[config.mk]
export PLATFORM = sky130hd
export DESIGN_NAME = sram_req_fifo
export DESIGN_NICKNAME = d
export VERILOG_FILES = /design/src/rtl/sram_req_pkg.sv /design/src/rtl/sram_req_fifo_mem.sv /design/src/rtl/sram_req_fifo.sv
export SDC_FILE = /design/constraint.sdc
export NUM_CORES = 1
export LEC_CHECK = 0
export CAP_MARGIN = 20
export CORE_ASPECT_RATIO = 1.1
export CORE_MARGIN = 2
export CORE_UTILIZATION = 42
export DETAILED_ROUTE_END_ITERATION = 7
export DONT_BUFFER_PORTS = 1
export PLACE_DENSITY_LB_ADDON = 0.3
export SLEW_MARGIN = 5
export SYNTH_ARGS = -nofsm -noshare
export SYNTH_HDL_FRONTEND = slang
export SYNTH_HIERARCHICAL = 1
export SYNTH_SLANG_ARGS = --single-unit
[constraint.sdc]
create_clock -name clk -period 12.6 [get_ports clk]
set_input_delay 0.63 -clock clk [delete_from_list [all_inputs] [get_ports clk]]
set_output_delay 0.63 -clock clk [all_outputs]
set_load 0.02 [all_outputs]
[src/rtl/sram_req_pkg.sv]
// sram_req_pkg: shared constants and helpers for the SRAM request path.
// Channel 0 is the base RAM, channel 1 the ext RAM.
package sram_req_pkg;

  localparam int CH_BASE     = 0;
  localparam int CH_EXT      = 1;
  localparam int SRAM_ADDR_W = 20;
  localparam int SRAM_DATA_W = 32;

  // Stored bits per queue entry: per channel {read_ce, write_ce, addr, wdata, be}.
  function automatic int sram_entry_w(input int num_ch, input int addr_w, input int data_w);
    return num_ch * (2 + addr_w + data_w + data_w / 8);
  endfunction

endpackage

[src/rtl/sram_req_fifo_mem.sv]
// sram_req_fifo_mem: DEPTH x WIDTH storage for the request queue.
// Synchronous write, asynchronous read, data is never reset.
module sram_req_fifo_mem #(
  parameter int DEPTH = 4,
  parameter int WIDTH = 8,
  parameter int IDX_W = $clog2(DEPTH)
) (
  input  logic             clk,
  input  logic             wr_en,
  input  logic [IDX_W-1:0] wr_idx,
  input  logic [WIDTH-1:0] wr_data,
  input  logic [IDX_W-1:0] rd_idx,
  output logic [WIDTH-1:0] rd_data
);

  logic [WIDTH-1:0] mem_reg [DEPTH];

  // Write the incoming entry into its slot on the clock edge.
  always_ff @(posedge clk) begin
    if (wr_en) begin
      mem_reg[wr_idx] <= wr_data;
    end
  end

  // The head is presented combinationally so a pop sees the next entry at once.
  assign rd_data = mem_reg[rd_idx];

endmodule

[src/rtl/sram_req_fifo.sv]
// sram_req_fifo: DEPTH-entry request queue between the memory stage and the
// SRAM controller, NUM_CH channels per entry, valid/ready on both sides.
// Idle beats (no ce bit set) are accepted and dropped. flush clears the queue.
// Optional feature: define SRAM_REQ_FIFO_BYPASS_EN to let a request pass from
// in_* to out_* in the same cycle when the queue is empty.
module sram_req_fifo
  import sram_req_pkg::*;
#(
  parameter int NUM_CH = 2,
  parameter int ADDR_W = SRAM_ADDR_W,
  parameter int DATA_W = SRAM_DATA_W,
  parameter int DEPTH  = 4
) (
  input  logic                           clk,
  input  logic                           rst,
  input  logic                           flush,
  input  logic                           in_valid,
  output logic                           in_ready,
  input  logic [NUM_CH-1:0]              in_read_ce,
  input  logic [NUM_CH-1:0]              in_write_ce,
  input  logic [NUM_CH*ADDR_W-1:0]       in_addr,
  input  logic [NUM_CH*DATA_W-1:0]       in_wdata,
  input  logic [NUM_CH*(DATA_W/8)-1:0]   in_be,
  output logic                           out_valid,
  input  logic                           out_ready,
  output logic [NUM_CH-1:0]              out_read_ce,
  output logic [NUM_CH-1:0]              out_write_ce,
  output logic [NUM_CH*ADDR_W-1:0]       out_addr,
  output logic [NUM_CH*DATA_W-1:0]       out_wdata,
  output logic [NUM_CH*(DATA_W/8)-1:0]   out_be,
  output logic [$clog2(DEPTH+1)-1:0]     count,
  output logic                           full,
  output logic                           empty
);

  localparam int BE_W    = DATA_W / 8;
  localparam int CH_W    = 2 + ADDR_W + DATA_W + BE_W;
  localparam int ENTRY_W = sram_entry_w(NUM_CH, ADDR_W, DATA_W);
  localparam int IDX_W   = $clog2(DEPTH);
  localparam int PTR_W   = IDX_W + 1;
  localparam int CNT_W   = $clog2(DEPTH + 1);

  logic [PTR_W-1:0]          wr_ptr_reg, wr_ptr_next;
  logic [PTR_W-1:0]          rd_ptr_reg, rd_ptr_next;
  logic                      full_reg, full_next;
  logic                      empty_reg, empty_next;
  logic                      init_reg;

  logic                      any_ce;
  logic                      push;
  logic                      write_en;
  logic                      pop_mem;
  logic                      bypass_valid;
  logic                      bypass_taken;

  logic [ENTRY_W-1:0]        wr_entry;
  logic [ENTRY_W-1:0]        head_entry;
  logic [NUM_CH-1:0]         head_read_ce;
  logic [NUM_CH-1:0]         head_write_ce;
  logic [NUM_CH*ADDR_W-1:0]  head_addr;
  logic [NUM_CH*DATA_W-1:0]  head_wdata;
  logic [NUM_CH*BE_W-1:0]    head_be;

  // Pack the incoming channels into one entry and unpack the head entry.
  for (genvar gi = 0; gi < NUM_CH; gi++) begin : g_ch
    assign wr_entry[gi*CH_W +: CH_W] = {in_read_ce[gi], in_write_ce[gi],
                                        in_addr[gi*ADDR_W +: ADDR_W],
                                        in_wdata[gi*DATA_W +: DATA_W],
                                        in_be[gi*BE_W +: BE_W]};
    assign {head_read_ce[gi], head_write_ce[gi],
            head_addr[gi*ADDR_W +: ADDR_W],
            head_wdata[gi*DATA_W +: DATA_W],
            head_be[gi*BE_W +: BE_W]} = head_entry[gi*CH_W +: CH_W];
  end

  // in_ready depends only on registers, never on in_valid.
  assign in_ready = init_reg && !full_reg;
  assign any_ce   = |(in_read_ce | in_write_ce);
  assign push     = in_valid && in_ready && any_ce;

`ifdef SRAM_REQ_FIFO_BYPASS_EN
  assign bypass_valid = empty_reg && push;
  assign bypass_taken = bypass_valid && out_ready;
`else
  assign bypass_valid = 1'b0;
  assign bypass_taken = 1'b0;
`endif

  // A bypassed request is consumed directly and never stored.
  assign write_en  = push && !bypass_taken;
  assign pop_mem   = !empty_reg && out_ready;
  assign out_valid = !empty_reg || bypass_valid;

  sram_req_fifo_mem #(
    .DEPTH (DEPTH),
    .WIDTH (ENTRY_W),
    .IDX_W (IDX_W)
  ) u_mem (
    .clk     (clk),
    .wr_en   (write_en && !flush),
    .wr_idx  (wr_ptr_reg[IDX_W-1:0]),
    .wr_data (wr_entry),
    .rd_idx  (rd_ptr_reg[IDX_W-1:0]),
    .rd_data (head_entry)
  );

  // Select the visible head: bypassed input, stored head, or all zeros.
  always_comb begin
    out_read_ce  = '0;
    out_write_ce = '0;
    out_addr     = '0;
    out_wdata    = '0;
    out_be       = '0;
    if (bypass_valid) begin
      out_read_ce  = in_read_ce;
      out_write_ce = in_write_ce;
      out_addr     = in_addr;
      out_wdata    = in_wdata;
      out_be       = in_be;
    end else if (!empty_reg) begin
      out_read_ce  = head_read_ce;
      out_write_ce = head_write_ce;
      out_addr     = head_addr;
      out_wdata    = head_wdata;
      out_be       = head_be;
    end
  end

  // Advance pointers and precompute the flags; flush overrides push and pop.
  always_comb begin
    wr_ptr_next = wr_ptr_reg;
    rd_ptr_next = rd_ptr_reg;
    if (flush) begin
      wr_ptr_next = '0;
      rd_ptr_next = '0;
    end else begin
      if (write_en) wr_ptr_next = wr_ptr_reg + PTR_W'(1);
      if (pop_mem)  rd_ptr_next = rd_ptr_reg + PTR_W'(1);
    end
    empty_next = (wr_ptr_next == rd_ptr_next);
    full_next  = (wr_ptr_next[IDX_W-1:0] == rd_ptr_next[IDX_W-1:0]) &&
                 (wr_ptr_next[IDX_W] != rd_ptr_next[IDX_W]);
  end

  // Pointer and flag registers; reset discards every queued entry.
  always_ff @(posedge clk or negedge rst) begin
    if (!rst) begin
      wr_ptr_reg <= '0;
      rd_ptr_reg <= '0;
      full_reg   <= 1'b0;
      empty_reg  <= 1'b1;
      init_reg   <= 1'b0;
    end else begin
      wr_ptr_reg <= wr_ptr_next;
      rd_ptr_reg <= rd_ptr_next;
      full_reg   <= full_next;
      empty_reg  <= empty_next;
      init_reg   <= 1'b1;
    end
  end

  assign count = CNT_W'(wr_ptr_reg - rd_ptr_reg);
  assign full  = full_reg;
  assign empty = empty_reg;

endmodule

# Word level (Yosys, flattened, before mapping)
# Memory sizes are Yosys's and may differ from the RTL's.
# Index checks and enable logic that the tools add are counted.
[op_classes]
reduce_logical = 10
muxes = 11
n_eq_ne = 3
add_sub_neg = 3
bitwise = 1
[ops]
columns = ["op", "count"]
rows = [
  ["2-to-1 mux 64 bit", 1],
  ["2-to-1 mux 40 bit", 1],
  ["2-to-1 mux 3 bit", 4],
  ["2-to-1 mux 8 bit", 1],
  ["adder 3 x 1 -> 3 bit (second input constant)", 2],
  ["logical AND 1 bit", 6],
  ["2-to-1 mux 2 bit", 2],
  ["equality test 3 bit", 1],
  ["logical NOT 1 bit", 3],
  ["subtractor 3 bit", 1],
  ["equality test 2 bit", 1],
  ["2-to-1 mux 1 bit", 2],
  ["OR 2 bit", 1],
  ["OR reduction 2 bit", 1],
  ["inequality test 1 bit", 1],
]
[totals]
ram_bits = 464
input_bits = 121
memories = 1
output_inout_bits = 123
elab_cells = 34
reg_bits = 9
[mem_list]
columns = ["memory", "words", "word_bits", "read_ports", "rd_ports_with_merged_regs", "write_ports", "line", "source"]
rows = [
  ["u_mem.mem_reg", 4, 116, 1, 0, 1, "sram_req_fifo_mem.sv:16", "logic [WIDTH-1:0] mem_reg [DEPTH];"],
]

# Longest topological paths before layout
# Gate-level depths: netlist of the first run.
[logic_depth]
depth_word = 8
mapped_depth = 6
mapped_depth_nobuf = 6

# Hierarchy
# Netlist of the first run, hierarchy kept.
[modules_own_cells]
columns = ["mod", "instances", "cells_each", "seq_area_each_um2", "area_each_um2"]
rows = [
  ["sram_req_fifo_mem", 1, 610, 13933.4, 16736.1],
  ["sram_req_fifo", 1, 179, 226.5, 1327.5],
]

# Worst setup path after synthesis of the first run
# OpenSTA, ideal clock, no wires.
[synth_timing]
kind = "register to register"
startpoint = "register full_reg (netlist: full)"
endpoint = "memory u_mem/mem_reg[0][0] in the netlist's numbering (enable)"
period_less_slack_ps = 10162
setup_slack_ps = 2438
arrival_time_ps = 9405
path_buffers = 0
path_stages_with_launch = 5
setup_ps = 757
path_cell_list = "dfrtp_1 and2b_2 and3_4 and2_2 nor3b_1"
[synth_between]
elab_chain_len = 7
[synth_lines]
columns = ["item", "line", "source"]
rows = [
  ["from (decl)", "sram_req_fifo.sv:45", "logic full_reg, full_next;"],
  ["from (signal assigned)", "sram_req_fifo.sv:156", "full_reg <= full_next;"],
  ["logical NOT 1 bit", "sram_req_fifo.sv:77", "assign in_ready = init_reg && !full_reg;"],
  ["logical AND 1 bit", "sram_req_fifo.sv:77", ""],
  ["named net in_ready", "sram_req_fifo.sv:18", "output logic in_ready,"],
  ["logical AND 1 bit (2 in series)", "sram_req_fifo.sv:79", "assign push = in_valid && in_ready && any_ce;"],
  ["logical AND 1 bit", "sram_req_fifo.sv:100", ".wr_en (write_en && !flush),"],
  ["2-to-1 mux 1 bit", "sram_req_fifo_mem.sv:20", "if (wr_en) begin"],
  ["2-to-1 mux 1 bit (implied by the code)", "sram_req_fifo_mem.sv:21", "mem_reg[wr_idx] <= wr_data;"],
  ["to (decl)", "sram_req_fifo_mem.sv:16", ""],
]
# The timed path passes the listed nets, and every way through them passes these cells.

# Worst setup path in the final report of the first run
[layout_timing]
startpoint = "register rd_ptr_reg[1]"
endpoint = "output port out_write_ce[0]"
[layout_between]
elab_chain_len = 2
[layout_lines]
columns = ["item", "line", "source"]
rows = [
  ["from (decl)", "sram_req_fifo.sv:44", "logic [PTR_W-1:0] rd_ptr_reg, rd_ptr_next;"],
  ["from (signal assigned)", "sram_req_fifo.sv:155", "rd_ptr_reg <= rd_ptr_next;"],
  ["memory read (4 x 116 bit)", "--", ""],
  ["named net head_entry[56]", "sram_req_fifo.sv:57", "logic [ENTRY_W-1:0] head_entry;"],
  ["2-to-1 mux 2 bit", "sram_req_fifo.sv:120", "end else if (!empty_reg) begin"],
  ["to (decl)", "sram_req_fifo.sv:27", "output logic [NUM_CH-1:0] out_write_ce,"],
]
# The timed path passes the listed nets, and every way through them passes these cells.

==> summary.txt, run 1 <==
status -> finished, final reports clean
synthesized area -> 18060 um^2
initial antenna violation count -> 0
post-synth top area cell -> edfxtp_1
worst min path class -> input port to flip-flop
count of different cell masters after synthesis -> 32
pwr dens -> 176.8 nW/um^2
Final Net Count -> 937
Routability Congestion -> 0.6947
Synth Warn # -> 6
Overall Power -> 3.580 mW
Root Driver -> clkbuf_16
total CTS buffers -> 48
DR vias -> 7554
HPWL Detailed -> 19790 um
worst skew pair latency -> 0.57 ns
Setup Viol. Count Final -> 0
Peak supply drop -> 0.0001364 V
first-pass GRT wire length -> 51970 um
drt initial violations -> 356
endpoint type of the worst setup path -> output pin
leak pwr -> 6.095 nW
core area -> 42400 um^2
fillcell total -> 3449
min Tclk post-route -> 4.030 ns
Slew Limit Fails -> 0
Pre-antenna DRT Iters -> 4
area grow syn2layout -> 12.09%
diodes inserted -> 0
RSZ-0062 raised after global routing -> false
number of remaining DRC errors -> 0
final hold viol count -> 0
gr ovfl total -> 0
CP bufs+invs -> 1
H-tree Lvls -> 2
vias per inst -> 5.346
CP Max Fanout -> 62
largest net degree at the start of global routing -> 64
Post-CTS Setup Inserts -> 0
maxcap violations -> 0
crit start category -> flip-flop
Post-Route Skew -> 0.01810 ns
Critical Path Max Stage Delay -> 1.04 ns
#FFs+latches synth -> 473
TritonCTS clock tree -> done
largest cells by area after synthesis -> edfxtp_1, mux4_2, nor2b_1, dfrtp_1, clkbuf_1
crit path cell chain -> buf_4 -> mux4_2 -> nor2b_1
die extent in x -> 201.7 um
Max Used Layer -> met4
Avg Cell Area, Syn -> 22.89 um^2
via count of the first global-routing pass -> 8333
crit-path leading delay family -> flip-flops
most frequent cells in the layout -> edfxtp_1, nor2b_1, mux4_2, clkbuf_16, buf_4
commonest non-fill, non-tap cell in the layout -> edfxtp_1
GRT Total Usage -> 0.1567
fmax -> 248.2 MHz
clk slew on worst S/H paths -> 0.06 ns
drt wl/cell -> 24.41 um
CTS sink cnt -> 473
WL met1 -> 13310 um
I/O pins -> 244
Rows -> 79
IO buf count -> 0
Net Count, Synth -> 914
Seq/Total Area, Yosys -> 0.7839
WL met2 -> 17370 um
routed wire length -> 34500 um
WL met3 -> 3055 um
DIE AREA -> 44690 um^2
Critical Path AT -> 3.40 ns
number of flip-flops in the largest register -> 464
setup TNS -> 0 ns
cts repair resizes -> 0
Detail Route Antenna Nets -> 0
overall die height -> 221.5 um
Post-Syn Instances -> 789
Slew @ Worst Pin -> 0.9712 ns
Final period util -> 0.3198
crit path kind -> flip-flop to output pin
Worst EP required -> 11.97 ns
Max Buffers Root-to-Sink -> 3
effective utilization at floorplan -> 0.4260
top cell type's share of synthesized area -> 0.7714
CP max-delay cell -> dfrtp_4
max_slew headroom -> 0.3526
share of cells above drive strength 1 -> 0.2530
## where the power goes
group / total [mW] / switching, mW / internal, mW
sequential: 1.80 / 0.0452 / 1.75
combinational: 0.378 / 0.239 / 0.139
clock: 1.40 / 0.570 / 0.833
## Yosys cell counts
master / instances
nor3_2: 1
a211oi_2: 1
mux2i_1: 2
and3_4: 1
and2b_1: 1
inv_1: 6
buf_2: 13
nor2_1: 6
dfstp_2: 1
clkbuf_1: 20
xnor2_1: 5
and2_2: 1
and3_1: 1
conb_1: 1
xor2_1: 3
edfxtp_1: 464
mux4_2: 116
buf_6: 6
mux2_4: 1
dfrtp_1: 8
clkbuf_2: 1
nor3b_1: 1
and4_2: 1
mux2_2: 1
and2_1: 1
ha_1: 3
fa_1: 1
and2b_2: 1
nor2b_1: 117
and3b_1: 2
or4_4: 1
nand3b_1: 1
## worst reg2reg max path, cell delays in order, from the launching register on
cell and delay [ns]:
dfrtp_1 0.45, and2b_2 0.34, and3_4 0.23, and2_2 0.17, nor3b_2 0.16, buf_4 0.71
buf_4 0.91
## layout make-up
cell class | instances | area, um^2 | area share
flip-flops and latches | 473 | 14170 | 0.6999
multi-input cells | 270 | 3686 | 0.1820
clock buffers | 57 | 1256 | 0.06204
well taps | 567 | 709.4 | 0.03504
clock inverters | 27 | 302.8 | 0.01495
repair buffers | 13 | 100.1 | 0.004943
inverters | 6 | 22.52 | 0.001112
## per-layer routing
| layer | vias up | GRT usage |
|---|---|---|
| met3 | 58 | 0.06849 |
| met5 | - | 0 |
| met4 | 0 | 0.04388 |
| met1 | 4036 | 0.1813 |
| met2 | 207 | 0.2660 |
| li1 | 3253 | - |
## cells by family after synthesis
group	Yosys count	synth area share
buf+inv	46	0.01302
mux	120	0.1472
compound gates	1	0.0006926
xor+xnor	8	0.003879
fa+ha+maj	4	0.003187
flops	473	0.7839
other cells	1	0.0002076
simple gates	136	0.04793
## path summary, 6_finish.rpt
path                                    startpoint                        endpoint  slack [ns]  cells past startpoint
min reg2reg                wr_ptr_reg[2]$_DFF_PN0_         wr_ptr_reg[2]$_DFF_PN0_        0.66                      2
max in group asynchronous                      rst         rd_ptr_reg[0]$_DFF_PN0_       11.85                      1
min                                          flush         rd_ptr_reg[0]$_DFF_PN0_        0.12                      1
min in group asynchronous                      rst                  full$_DFF_PN0_        0.42                      1
max reg2reg                         full$_DFF_PN0_  u_mem/mem_reg[0][87]$_DFFE_PP_        9.21                      6
max                        rd_ptr_reg[1]$_DFF_PN0_                 out_write_ce[0]        8.57                      3
## timing repair
action | 4_1_cts | 5_1_grt
endpoints found under the hold margin | 9 | 0
hold buffers | 1 | 0
endpoints found under the setup margin | 0 | 0
## through the flow
step                      cells  hold slack (ns)  cell area [um^2]  setup WS (ns)  utilization
after detailed placement   1328           0.3349             18680          9.036       0.4405
after floorplan             789           0.3344             18060          2.438            -
final                      1413           0.1154             20250          8.571       0.4775
after global placement     1328           0.3349             18680          9.000       0.4405
after CTS                  1413          0.07660             20250          8.400       0.4775
after global routing       1413          0.08517             20250          8.213       0.4775
No activity file was read; power rests on OpenSTA's default activity.
==> inputs of run 2 (changes only) <==
==> constraint.sdc (replaced) <==
create_clock -name clk -period 3.3 [get_ports clk]
set_input_delay 0.165 -clock clk [delete_from_list [all_inputs] [get_ports clk]]
set_output_delay 0.165 -clock clk [all_outputs]
set_load 0.02 [all_outputs]
==> summary.txt, run 2 (synthesis gave the netlist of run 1 again) <==
CP Max Fanout -> 33 (-47%)
IO buf count -> 0 (unchanged)
Pre-antenna DRT Iters -> 4 (unchanged)
worst min path class -> input port to flip-flop
max_slew headroom -> 0.4298 (+0.07725)
leak pwr -> 6.683 nW (+9.6%)
cts repair resizes -> 0 (unchanged)
drt wl/cell -> 22.84 um (-6.5%)
Rows -> 79 (unchanged)
Routability Congestion -> 0.7052 (+1.5%)
worst skew pair latency -> 0.55 ns (-0.02 ns)
DIE AREA -> 44690 um^2 (unchanged)
Worst EP required -> 3.13 ns (-8.84 ns)
share of cells above drive strength 1 -> 0.2224 (-0.03051)
Final period util -> 0.8462
crit path kind -> flip-flop to output pin
Overall Power -> 13.56 mW (+280%)
gr ovfl total -> 0 (unchanged)
Post-CTS Setup Inserts -> 0 (unchanged)
H-tree Lvls -> 2 (unchanged)
number of flip-flops in the largest register -> 464 (unchanged)
first-pass GRT wire length -> 53680 um (+3.3%)
Final Net Count -> 1070 (+14%)
fmax -> 358.1 MHz
pwr dens -> 626.4 nW/um^2 (+250%)
TritonCTS clock tree -> done
via count of the first global-routing pass -> 8771 (+5.3%)
most frequent cells in the layout -> edfxtp_1, dlygate4sd3_1, nor2b_1, mux4_2, clkbuf_16
Critical Path AT -> 2.63 ns (-0.77 ns)
number of remaining DRC errors -> 0 (unchanged)
Detail Route Antenna Nets -> 0 (unchanged)
Root Driver -> clkbuf_16
Setup Viol. Count Final -> 0 (unchanged)
total CTS buffers -> 48 (unchanged)
r2r startpoint -> full$_DFF_PN0_
Critical Path Source -> rd_ptr_reg[0]$_DFF_PN0_
Hold Path Sink -> wr_ptr_reg[2]$_DFF_PN0_
RR Endpoint -> u_mem/mem_reg[1][22]$_DFFE_PP_
storage element area -> 14170 um^2 (unchanged)
die extent in x -> 201.7 um (unchanged)
Max Buffers Root-to-Sink -> 3 (unchanged)
crit start category -> flip-flop
vias per inst -> 5.206 (-2.6%)
CTS Hold Bufs -> 121 (+120)
fillcell total -> 3355 (-2.7%)
commonest non-fill, non-tap cell in the layout -> edfxtp_1
Peak supply drop -> 0.0004262 V (+210%)
HPWL Detailed -> 20370 um (+2.9%)
largest net degree at the start of global routing -> 104 (+63%)
drt initial violations -> 475 (+33%)
GRT Total Usage -> 0.1600 (+0.003225)
I/O pins -> 244 (unchanged)
endpoint type of the worst setup path -> output pin
RSZ-0062 raised after global routing -> false
setup ws final -> 0.5075 ns (-8.063 ns)
setup slack, reg-to-reg -> 0.93 ns (-8.28 ns)
Slew Limit Fails -> 0 (unchanged)
status -> finished, final reports clean
clk slew on worst S/H paths -> 0.06 ns (about the same)
Post-Route Skew -> 0.009865 ns (-0.008232 ns)
area grow syn2layout -> 19.87%
CTS sink cnt -> 473 (unchanged)
min Tclk post-route -> 2.793 ns
effective utilization at floorplan -> 0.4260 (unchanged)
DR vias -> 8064 (+6.8%)
final hold viol count -> 0 (unchanged)
hold path startpoint -> in_valid
overall die height -> 221.5 um (unchanged)
setup TNS -> 0 ns (unchanged)
area occupied by multi-input gates -> 3694 um^2 (+0.20%)
Setup Slack @ Placement -> 0.8926 ns (-8.144 ns)
Slew @ Worst Pin -> 0.8553 ns (-0.1159 ns)
Hold Crit Depth -> 3 (+2)
routed wire length -> 35370 um (+2.5%)
R2R depth -> 5 (-1)
initial antenna violation count -> 2 (+2)
core area -> 42400 um^2 (unchanged)
maxcap violations -> 0 (unchanged)
-- run 2: cell types whose count changed in the layout (fill, tap and decap cells not counted), sizes merged --
cell         delta
diode           +2
clkinvlp        -7
clkbuf          +5
dlygate4sd3   +120
clkinv          +6
buf            +13
inv             +1
bufinv          -4
-- run 2: per-stage QoR --
step	hold WS (ns)	cells	util	instance area, um^2
2_1_floorplan	-0.1306	789	-	18080
3_3_place_gp	-0.1304	1341	0.4480	19000
3_5_place_dp	-0.1305	1341	0.4480	19000
4_1_cts	0.02021	1547	0.5105	21650
5_1_grt	0.08242	1549	0.5106	21650
6_report	0.07941	1549	0.5106	21650
-- run 2: area by class of cell --
class	count	share of cell area
diodes	2	0.0002311
inverters	6	0.001040
clock inverters	23	0.007627
repair buffers	146	0.07443
flip-flops and latches	473	0.6545
well taps	567	0.03276
clock buffers	62	0.05888
multi-input cells	270	0.1706
-- run 2: power by group --
| group | internal [mW] | switching, mW |
|---|---|---|
| clock network | 2.87 | 2.13 |
| registers | 6.69 | 0.110 |
| logic | 0.685 | 1.08 |
| total | 10.2 | 3.31 |
-- run 2: layer usage --
metal	part of all wire	GRT usage
met5	0	0
met4	0.019	0.04198
met3	0.065	0.05306
met2	0.52	0.2758
met1	0.40	0.1940
-- run 2: how the worst max path moves through the flow --
stage                                                 to  depth (start not counted)
after floorplan            u_mem/mem_reg[0][0]$_DFFE_PP_                          4
after global placement    u_mem/mem_reg[1][98]$_DFFE_PP_                          5
after detailed placement  u_mem/mem_reg[1][29]$_DFFE_PP_                          5
after CTS                                    out_addr[8]                          3
after global routing                         out_addr[8]                          3
final                                        out_addr[8]                          3
-- run 2: critical path: stages, from the launching register on --
cell and delay, ns:
dfrtp_4 0.91, buf_4 0.36, mux4_2 0.55, nor2b_1 0.22
